==> src/rtl/alu_seq_pkg.sv <==
// Shared constants for the ALU share sequencer: opcodes, ALU selects, FSM states.
// The MUL opcode only has meaning when the top is built with ALU_SEQ_MUL_EN.
package alu_seq_pkg;

  localparam int DATA_W = 8;

  localparam logic [3:0] OP_ADD  = 4'd0;
  localparam logic [3:0] OP_SUB  = 4'd1;
  localparam logic [3:0] OP_AND  = 4'd2;
  localparam logic [3:0] OP_OR   = 4'd3;
  localparam logic [3:0] OP_XOR  = 4'd4;
  localparam logic [3:0] OP_SHL  = 4'd5;
  localparam logic [3:0] OP_SHR  = 4'd6;
  localparam logic [3:0] OP_PASS = 4'd7;
  localparam logic [3:0] OP_MUL  = 4'd8;

  localparam logic [2:0] SEL_ADD = 3'd0;
  localparam logic [2:0] SEL_SUB = 3'd1;
  localparam logic [2:0] SEL_SHL = 3'd5;
  localparam logic [2:0] SEL_SHR = 3'd6;

  localparam logic [3:0] MUL_ITERS = 4'd8;

  typedef enum logic [1:0] {
    ST_IDLE = 2'd0,
    ST_EXEC = 2'd1,
    ST_MUL  = 2'd2,
    ST_RESP = 2'd3
  } seq_state_t;

endpackage

==> src/rtl/alu_rr_arb2.sv <==
// Two-way arbiter: round-robin tie-break (or fixed priority to requester 0);
// the last-grant pointer only moves when a grant is actually accepted.
module alu_rr_arb2 #(
  parameter bit RR_FAIR = 1'b1
) (
  input  logic       clk,
  input  logic       rst_n,
  input  logic [1:0] req,
  input  logic       accept,
  output logic [1:0] gnt
);

  logic last_r;

  // Grant selection; a tie goes to the requester not granted last.
  always_comb begin
    case (req)
      2'b01:   gnt = 2'b01;
      2'b10:   gnt = 2'b10;
      2'b11:   gnt = (RR_FAIR && !last_r) ? 2'b10 : 2'b01;
      default: gnt = 2'b00;
    endcase
  end

  // Last-grant pointer; starts at r1 so r0 wins the first tie.
  always_ff @(posedge clk or negedge rst_n) begin
    if (!rst_n) begin
      last_r <= 1'b1;
    end else if (accept) begin
      last_r <= gnt[1];
    end
  end

endmodule

==> src/rtl/alu_share_sequencer.sv <==
// Shares one combinational ALU between two requesters, one command in flight.
// Define ALU_SEQ_MUL_EN to build the 8-pass shift-add multiply for opcode 8.
module alu_share_sequencer
  import alu_seq_pkg::*;
#(
  parameter int W       = DATA_W,
  parameter bit RR_FAIR = 1'b1
) (
  input  logic           clk,
  input  logic           rst_n,
  input  logic           r0_valid,
  output logic           r0_ready,
  input  logic [3:0]     r0_op,
  input  logic [W-1:0]   r0_a,
  input  logic [W-1:0]   r0_b,
  input  logic           r1_valid,
  output logic           r1_ready,
  input  logic [3:0]     r1_op,
  input  logic [W-1:0]   r1_a,
  input  logic [W-1:0]   r1_b,
  output logic [W-1:0]   alu_a,
  output logic [W-1:0]   alu_b,
  output logic [2:0]     alu_sel,
  input  logic [W-1:0]   alu_result,
  input  logic           alu_carry,
  output logic           rsp_valid,
  input  logic           rsp_ready,
  output logic           rsp_id,
  output logic [2*W-1:0] rsp_result,
  output logic           rsp_carry,
  output logic           rsp_err,
  output logic           busy
);

  seq_state_t     state_r;
  logic [1:0]     gnt_s;
  logic           idle_s;
  logic           accept_s;
  logic           win_id_s;
  logic [3:0]     win_op_s;
  logic [W-1:0]   win_a_s;
  logic [W-1:0]   win_b_s;
  logic [W-1:0]   alu_a_r;
  logic [W-1:0]   alu_b_r;
  logic [2:0]     alu_sel_r;
  logic           cmd_id_r;
  logic           rsp_valid_r;
  logic           rsp_id_r;
  logic [2*W-1:0] rsp_result_r;
  logic           rsp_carry_r;
  logic           rsp_err_r;
  logic           busy_r;
`ifdef ALU_SEQ_MUL_EN
  logic [W-1:0]   cmd_a_r;
  logic [W-1:0]   mul_hi_r;
  logic [W-1:0]   mul_lo_r;
  logic [3:0]     mul_cnt_r;
`endif

  assign idle_s   = (state_r == ST_IDLE);
  assign accept_s = idle_s && (gnt_s != 2'b00);
  assign r0_ready = idle_s && gnt_s[0];
  assign r1_ready = idle_s && gnt_s[1];

  alu_rr_arb2 #(.RR_FAIR(RR_FAIR)) u_arb (
    .clk    (clk),
    .rst_n  (rst_n),
    .req    ({r1_valid, r0_valid}),
    .accept (accept_s),
    .gnt    (gnt_s)
  );

  // Mux the granted requester's command toward the command register.
  always_comb begin
    win_id_s = gnt_s[1];
    if (gnt_s[1]) begin
      win_op_s = r1_op;
      win_a_s  = r1_a;
      win_b_s  = r1_b;
    end else begin
      win_op_s = r0_op;
      win_a_s  = r0_a;
      win_b_s  = r0_b;
    end
  end

  // Sequencer FSM: ALU operands for the next cycle are registered here, so the
  // ALU pins stay at zero outside EXEC/MUL and drop at once on reset.
  always_ff @(posedge clk or negedge rst_n) begin
    if (!rst_n) begin
      state_r      <= ST_IDLE;
      alu_a_r      <= {W{1'b0}};
      alu_b_r      <= {W{1'b0}};
      alu_sel_r    <= 3'd0;
      cmd_id_r     <= 1'b0;
      rsp_valid_r  <= 1'b0;
      rsp_id_r     <= 1'b0;
      rsp_result_r <= {2*W{1'b0}};
      rsp_carry_r  <= 1'b0;
      rsp_err_r    <= 1'b0;
      busy_r       <= 1'b0;
`ifdef ALU_SEQ_MUL_EN
      cmd_a_r      <= {W{1'b0}};
      mul_hi_r     <= {W{1'b0}};
      mul_lo_r     <= {W{1'b0}};
      mul_cnt_r    <= 4'd0;
`endif
    end else begin
      case (state_r)
        ST_IDLE: begin
          if (accept_s) begin
            cmd_id_r <= win_id_s;
            busy_r   <= 1'b1;
            if (!win_op_s[3]) begin
              state_r   <= ST_EXEC;
              alu_a_r   <= win_a_s;
              alu_b_r   <= win_b_s;
              alu_sel_r <= win_op_s[2:0];
`ifdef ALU_SEQ_MUL_EN
            end else if (win_op_s == OP_MUL) begin
              state_r   <= ST_MUL;
              cmd_a_r   <= win_a_s;
              mul_hi_r  <= {W{1'b0}};
              mul_lo_r  <= win_b_s;
              mul_cnt_r <= 4'd0;
              alu_a_r   <= {W{1'b0}};
              alu_b_r   <= win_b_s[0] ? win_a_s : {W{1'b0}};
              alu_sel_r <= SEL_ADD;
`endif
            end else begin
              state_r      <= ST_RESP;
              rsp_valid_r  <= 1'b1;
              rsp_id_r     <= win_id_s;
              rsp_result_r <= {2*W{1'b0}};
              rsp_carry_r  <= 1'b0;
              rsp_err_r    <= 1'b1;
            end
          end
        end
        ST_EXEC: begin
          state_r      <= ST_RESP;
          rsp_valid_r  <= 1'b1;
          rsp_id_r     <= cmd_id_r;
          rsp_result_r <= {{W{1'b0}}, alu_result};
          rsp_carry_r  <= alu_carry;
          rsp_err_r    <= 1'b0;
          alu_a_r      <= {W{1'b0}};
          alu_b_r      <= {W{1'b0}};
          alu_sel_r    <= 3'd0;
        end
`ifdef ALU_SEQ_MUL_EN
        ST_MUL: begin
          if (mul_cnt_r != MUL_ITERS) begin
            {mul_hi_r, mul_lo_r} <= {alu_carry, alu_result, mul_lo_r[W-1:1]};
            mul_cnt_r            <= mul_cnt_r + 4'd1;
            if (mul_cnt_r == (MUL_ITERS - 4'd1)) begin
              alu_a_r   <= {W{1'b0}};
              alu_b_r   <= {W{1'b0}};
              alu_sel_r <= 3'd0;
            end else begin
              // Next pass adds a when the bit about to reach lo[0] is set.
              alu_a_r   <= {alu_carry, alu_result[W-1:1]};
              alu_b_r   <= mul_lo_r[1] ? cmd_a_r : {W{1'b0}};
              alu_sel_r <= SEL_ADD;
            end
          end else begin
            state_r      <= ST_RESP;
            rsp_valid_r  <= 1'b1;
            rsp_id_r     <= cmd_id_r;
            rsp_result_r <= {mul_hi_r, mul_lo_r};
            rsp_carry_r  <= 1'b0;
            rsp_err_r    <= 1'b0;
          end
        end
`endif
        ST_RESP: begin
          if (rsp_ready) begin
            state_r      <= ST_IDLE;
            busy_r       <= 1'b0;
            rsp_valid_r  <= 1'b0;
            rsp_id_r     <= 1'b0;
            rsp_result_r <= {2*W{1'b0}};
            rsp_carry_r  <= 1'b0;
            rsp_err_r    <= 1'b0;
          end
        end
        default: begin
          state_r     <= ST_IDLE;
          busy_r      <= 1'b0;
          rsp_valid_r <= 1'b0;
          alu_a_r     <= {W{1'b0}};
          alu_b_r     <= {W{1'b0}};
          alu_sel_r   <= 3'd0;
        end
      endcase
    end
  end

  assign alu_a      = alu_a_r;
  assign alu_b      = alu_b_r;
  assign alu_sel    = alu_sel_r;
  assign rsp_valid  = rsp_valid_r;
  assign rsp_id     = rsp_id_r;
  assign rsp_result = rsp_result_r;
  assign rsp_carry  = rsp_carry_r;
  assign rsp_err    = rsp_err_r;
  assign busy       = busy_r;

endmodule

==> config.mk <==
export PLATFORM = sky130hd
export DESIGN_NAME = alu_share_sequencer
export DESIGN_NICKNAME = d
export VERILOG_FILES = /design/src/rtl/alu_seq_pkg.sv /design/src/rtl/alu_rr_arb2.sv /design/src/rtl/alu_share_sequencer.sv
export SDC_FILE = /design/constraint.sdc
export NUM_CORES = 1
export LEC_CHECK = 0
export ABC_AREA = 1
export CAP_MARGIN = 5
export CORE_ASPECT_RATIO = 1.4
export CORE_UTILIZATION = 37
export DETAILED_ROUTE_END_ITERATION = 10
export PLACE_DENSITY = 0.86
export SLEW_MARGIN = 30
export SYNTH_ARGS = -nofsm -noshare
export SYNTH_HDL_FRONTEND = slang
export SYNTH_SLANG_ARGS = --single-unit
==> constraint.sdc <==
create_clock -name clk -period 1.4 [get_ports clk]
set_input_delay 0.28 -clock clk [delete_from_list [all_inputs] [get_ports clk]]
set_output_delay 0.28 -clock clk [all_outputs]
set_load 0.02 [all_outputs]
==> results by group <==
Worst setup path
  – Reg-to-reg setup timing slack: -0.05 ns
  – Cell chain of the critical path: nand2_2 -> nand2_4 -> buf_8 -> nand2_4 -> nand3_4 -> nand2_8 -> clkbuf_16 -> nand2_4 -> o21ai_2
  – Critical Path Sink Type: register
  – Critical-path top delay cell: sky130_fd_sc_hd__dfstp_2
  – Worst stage delay on the critical path: 0.55 ns
  – Critical path class: register to register
  – Arrival time reported for the critical path endpoint: 1.62 ns
  – Number of cells on the worst reg-to-reg path: 9
  – Critical Path Sink: alu_b[3]
  – Startpoint class of the critical path: register
  – Worst R2R End: alu_b[3]
  – Setup crit start: u_arb.last_r
  – Critical register-to-register path startpoint: u_arb.last_r
  – Largest driver fanout on the critical path: 9
  – WP data required: 1.57 ns
  – Most used cell, CP: sky130_fd_sc_hd__nand2_4

Route
  – First-pass DRT Iterations: 4
  – Drt total wl: between 5000 and 6000 um
  – Wirelength per Cell: 11.3 um
  – Violation count after the first detailed-route iteration: 57
  – # DRC: 0
  – Routed via count: approximately 2000
  – Vias per Instance: 4.51
  – Count of antenna-violating nets left after detailed routing: 0

Placement
  – Standard cell area after detailed placement: 2980 um^2
  – Total half-perimeter wirelength after legalization and detailed placement: between 3000 and 4000 um
  – Routability Congestion: 0.768
  – Placed insts: 429
  – IO Port Bufs: slightly below 90

Finish
  – Fraction of final layout cells sized beyond drive strength 1: 18.3%
  – Footprint of the flip-flops and latches: 902 um^2
  – Post-route cell area: approximately 3300 um^2
  – Count of placed standard cells in the final layout, fillers left out: 443
  – Total area of multi-input combinational cells: 922 um^2
  – Fill cell total of the finished layout: 438
  – Relative area change from synthesis to final layout: 63.9%
  – Layout net count: 431
  – # diodes: 0

Die
  – Initial Util: around two fifths
  – Number of primary I/O pins: 96
  – Die height: 88.7 um
  – Number of cell rows: 31
  – Chip width: 63.9 um
  – Placeable core region: 5160 um^2
  – Total die area: between 5000 and 6000 um^2

Synth
  – Average size of a mapped cell: between 7 and 8 um^2
  – Most numerous cell in the Yosys netlist: sky130_fd_sc_hd__nand2_1
  – Number of enable-type register cells in the synthesized netlist: 0
  – Total standard cell area after synthesis: 1990 um^2
  – Commonest register cell after synthesis: sky130_fd_sc_hd__dfrtp_1
  – Number of distinct library cells after synthesis: 21
  – Cell accounting for the most synthesized area: sky130_fd_sc_hd__dfrtp_1
  – Top cell types by occurrence after synthesis: 107 x sky130_fd_sc_hd__nand2_1, 46 x sky130_fd_sc_hd__inv_1, 35 x sky130_fd_sc_hd__dfrtp_1, 25 x sky130_fd_sc_hd__nand3_1
  – Yosys warns: 0
  – Flops & latches, synth: 36
  – Async S/R FF share, synth: 100%
  – Area fraction of the dominant cell type after synthesis: 44.1%
  – Register area share after synthesis: 45.4%
  – Cells after synthesis: 271
  – Synth top area cells: sky130_fd_sc_hd__dfrtp_1 44%, sky130_fd_sc_hd__nand2_1 20%, sky130_fd_sc_hd__inv_1 8.7%

Clock network
  – Root buffer selected by CTS: sky130_fd_sc_hd__clkbuf_8
  – Largest buffer count on any clock path: 2
  – Clock buffers created by TritonCTS: 5
  – Clock tree from TritonCTS: built
  – Sink count of the clock tree: 36
  – Maximum level of the CTS H-tree: 2
  – Clock Pin Slew Worst Setup and Hold Paths: about 0.070 ns
  – Worst-skew pair later-pin latency: approximately 0.27 ns

Power and ir drop
  – Max rail drop VDD: 0.937 mV
  – Power density over cell area: 1770 nW/um^2
  – Total leakage power: 1.79 nW
  – Final total power: 5.77 mW

Global route
  – Via count of the first global-routing pass: between 1500 and 2000
  – Antenna violations before repair: 0
  – Maximum number of pins on one net before global-route repair: 25
  – Residual overflow from global routing: 0
  – Wire length of the first global-routing pass: roughly 8000 um
  – Global Route Usage Sum: 18.1%

Run status
  – Run status: finished with violations
  – Violated checks: setup timing

STA
  – Hold violation count in the final report: 0
  – Maximum frequency from static timing analysis: 690 MHz
  – Final clock period utilization by the worst path: 104%
  – Final setup violation count: 23
  – Max-slew violation count: 0
  – RSZ-0062 raised after global routing: yes
  – Setup slack after layout: -0.0501 ns
  – Clock skew: 0.00339 ns
  – Sum Neg Setup Slack: -0.743 ns
  – Min cycle time layout: 1.45 ns

Min path
  – Worst min-delay path class: input pin to async pin

Run
  – Maxcap violations: 0
[through the flow]
step | hold slack, ns | utilization (%) | setup WS (ns)
after floorplan | -0.0156 | - | 0.0502
after CTS | 0.470 | 60.9 | -0.0878
after global routing | 0.501 | 63.1 | -0.110
final | 0.465 | 63.1 | -0.0501
after detailed placement | 0.244 | 57.8 | -0.547
after global placement | 0.245 | 57.8 | -0.546
[what timing repair did]
| item | CTS | global route |
|---|---|---|
| hold buffers | 1 | 0 |
| hold endpoints to repair | 16 | 0 |
| gates cloned | 1 | 2 |
| gates resized for setup | 75 | 14 |
| pin swaps | 2 | 3 |
| endpoints found under the setup margin | 66 | 35 |
| buffers inserted | 2 | 1 |
[layout make-up]
type | count | share of cell area, %
clock buffer | 6 | 2.23
inverter | 48 | 5.61
multi-input combinational | 176 | 28.3
tap | 66 | 2.54
timing repair buffer | 110 | 33.5
sequential | 36 | 27.7
clock inverter | 1 | 0.154
[cell usage in the layout, fill, tap and decap left out]
cell                              Yosys  layout
sky130_fd_sc_hd__clkbuf_1             1       1
sky130_fd_sc_hd__buf_8                1       2
sky130_fd_sc_hd__buf_2                5       1
sky130_fd_sc_hd__dlygate4sd2_1        0      33
sky130_fd_sc_hd__buf_12               0       3
sky130_fd_sc_hd__clkinv_2             0       1
sky130_fd_sc_hd__nor2_1               6       5
sky130_fd_sc_hd__nand2_2              2      10
sky130_fd_sc_hd__dfrtp_1             35      35
sky130_fd_sc_hd__nand3_1             25      21
sky130_fd_sc_hd__clkbuf_16            0       2
sky130_fd_sc_hd__nand3_4              0       4
sky130_fd_sc_hd__clkbuf_8             0       5
sky130_fd_sc_hd__nand2_1            107      95
sky130_fd_sc_hd__nand4_1              2       2
sky130_fd_sc_hd__o21ai_2             11      11
sky130_fd_sc_hd__o21ai_0             11       2
sky130_fd_sc_hd__conb_1               1       8
sky130_fd_sc_hd__inv_4                0       1
sky130_fd_sc_hd__nor2_4               1       2
sky130_fd_sc_hd__buf_4                8      15
sky130_fd_sc_hd__dfstp_2              1       1
sky130_fd_sc_hd__nand2_8              0       1
sky130_fd_sc_hd__inv_1               46      45
sky130_fd_sc_hd__o21ai_1              0       9
sky130_fd_sc_hd__dlygate4sd3_1        0       1
sky130_fd_sc_hd__nand2_4              0       3
sky130_fd_sc_hd__a21boi_4             0       1
sky130_fd_sc_hd__clkdlybuf4s50_1      0      51
sky130_fd_sc_hd__nand3_2              1       2
sky130_fd_sc_hd__inv_2                2       2
sky130_fd_sc_hd__buf_6                3       2
[cells by family after synthesis]
logic type | after synthesis | share of synthesized area [%]
buffers and inverters | 67 | 16.2
AND/OR/NAND/NOR | 144 | 30.0
AO/OA/AOI/OAI | 23 | 8.19
flip-flops | 36 | 45.4
other | 1 | 0.189
[critical path: cells and delay by family, from the launching register on]
family                 cells  cell delay [ns]
AND/OR/NAND/NOR            6             0.43
buffers and inverters      2             0.31
AO/OA/AOI/OAI              1             0.04
flip-flops                 1             0.55
[routing by layer]
layer / part of all wire (%) / track usage [%] / vias up
met5: 0 / 0 / -
met4: 0.66 / 5.58 / 0
met3: 4.9 / 4.90 / 4
met2: 55 / 36.5 / 59
met1: 39 / 17.6 / 922
li1: - / - / 1013
[report_power, final]
| part | internal, mW | switching, mW |
|---|---|---|
| clock network | 0.338 | 0.323 |
| registers | 1.41 | 0.206 |
| logic | 1.52 | 1.96 |
| total | 3.27 | 2.49 |
[flip-flops by register name, indices dropped and copies added (netlist names)]
signal	cells
alu_b	8
rsp_valid	1
rsp_err	1
busy	1
cmd_id_r	1
alu_sel	3
rsp_result	8
alu_a	8
u_arb.last_r	1
state_r	2
rsp_carry	1
rsp_id	1
[worst min path at each step]
| stage | endpoint | cells past startpoint |
|---|---|---|
| 6_report | rsp_err | 2 |
| 5_1_grt | rsp_err | 2 |
| 4_1_cts | rsp_err | 2 |
| 3_5_place_dp | rsp_err | 1 |
| 3_3_place_gp | rsp_err | 1 |
| 2_1_floorplan | alu_a[0] | 0 |
(Power assumes the default switching activity.)
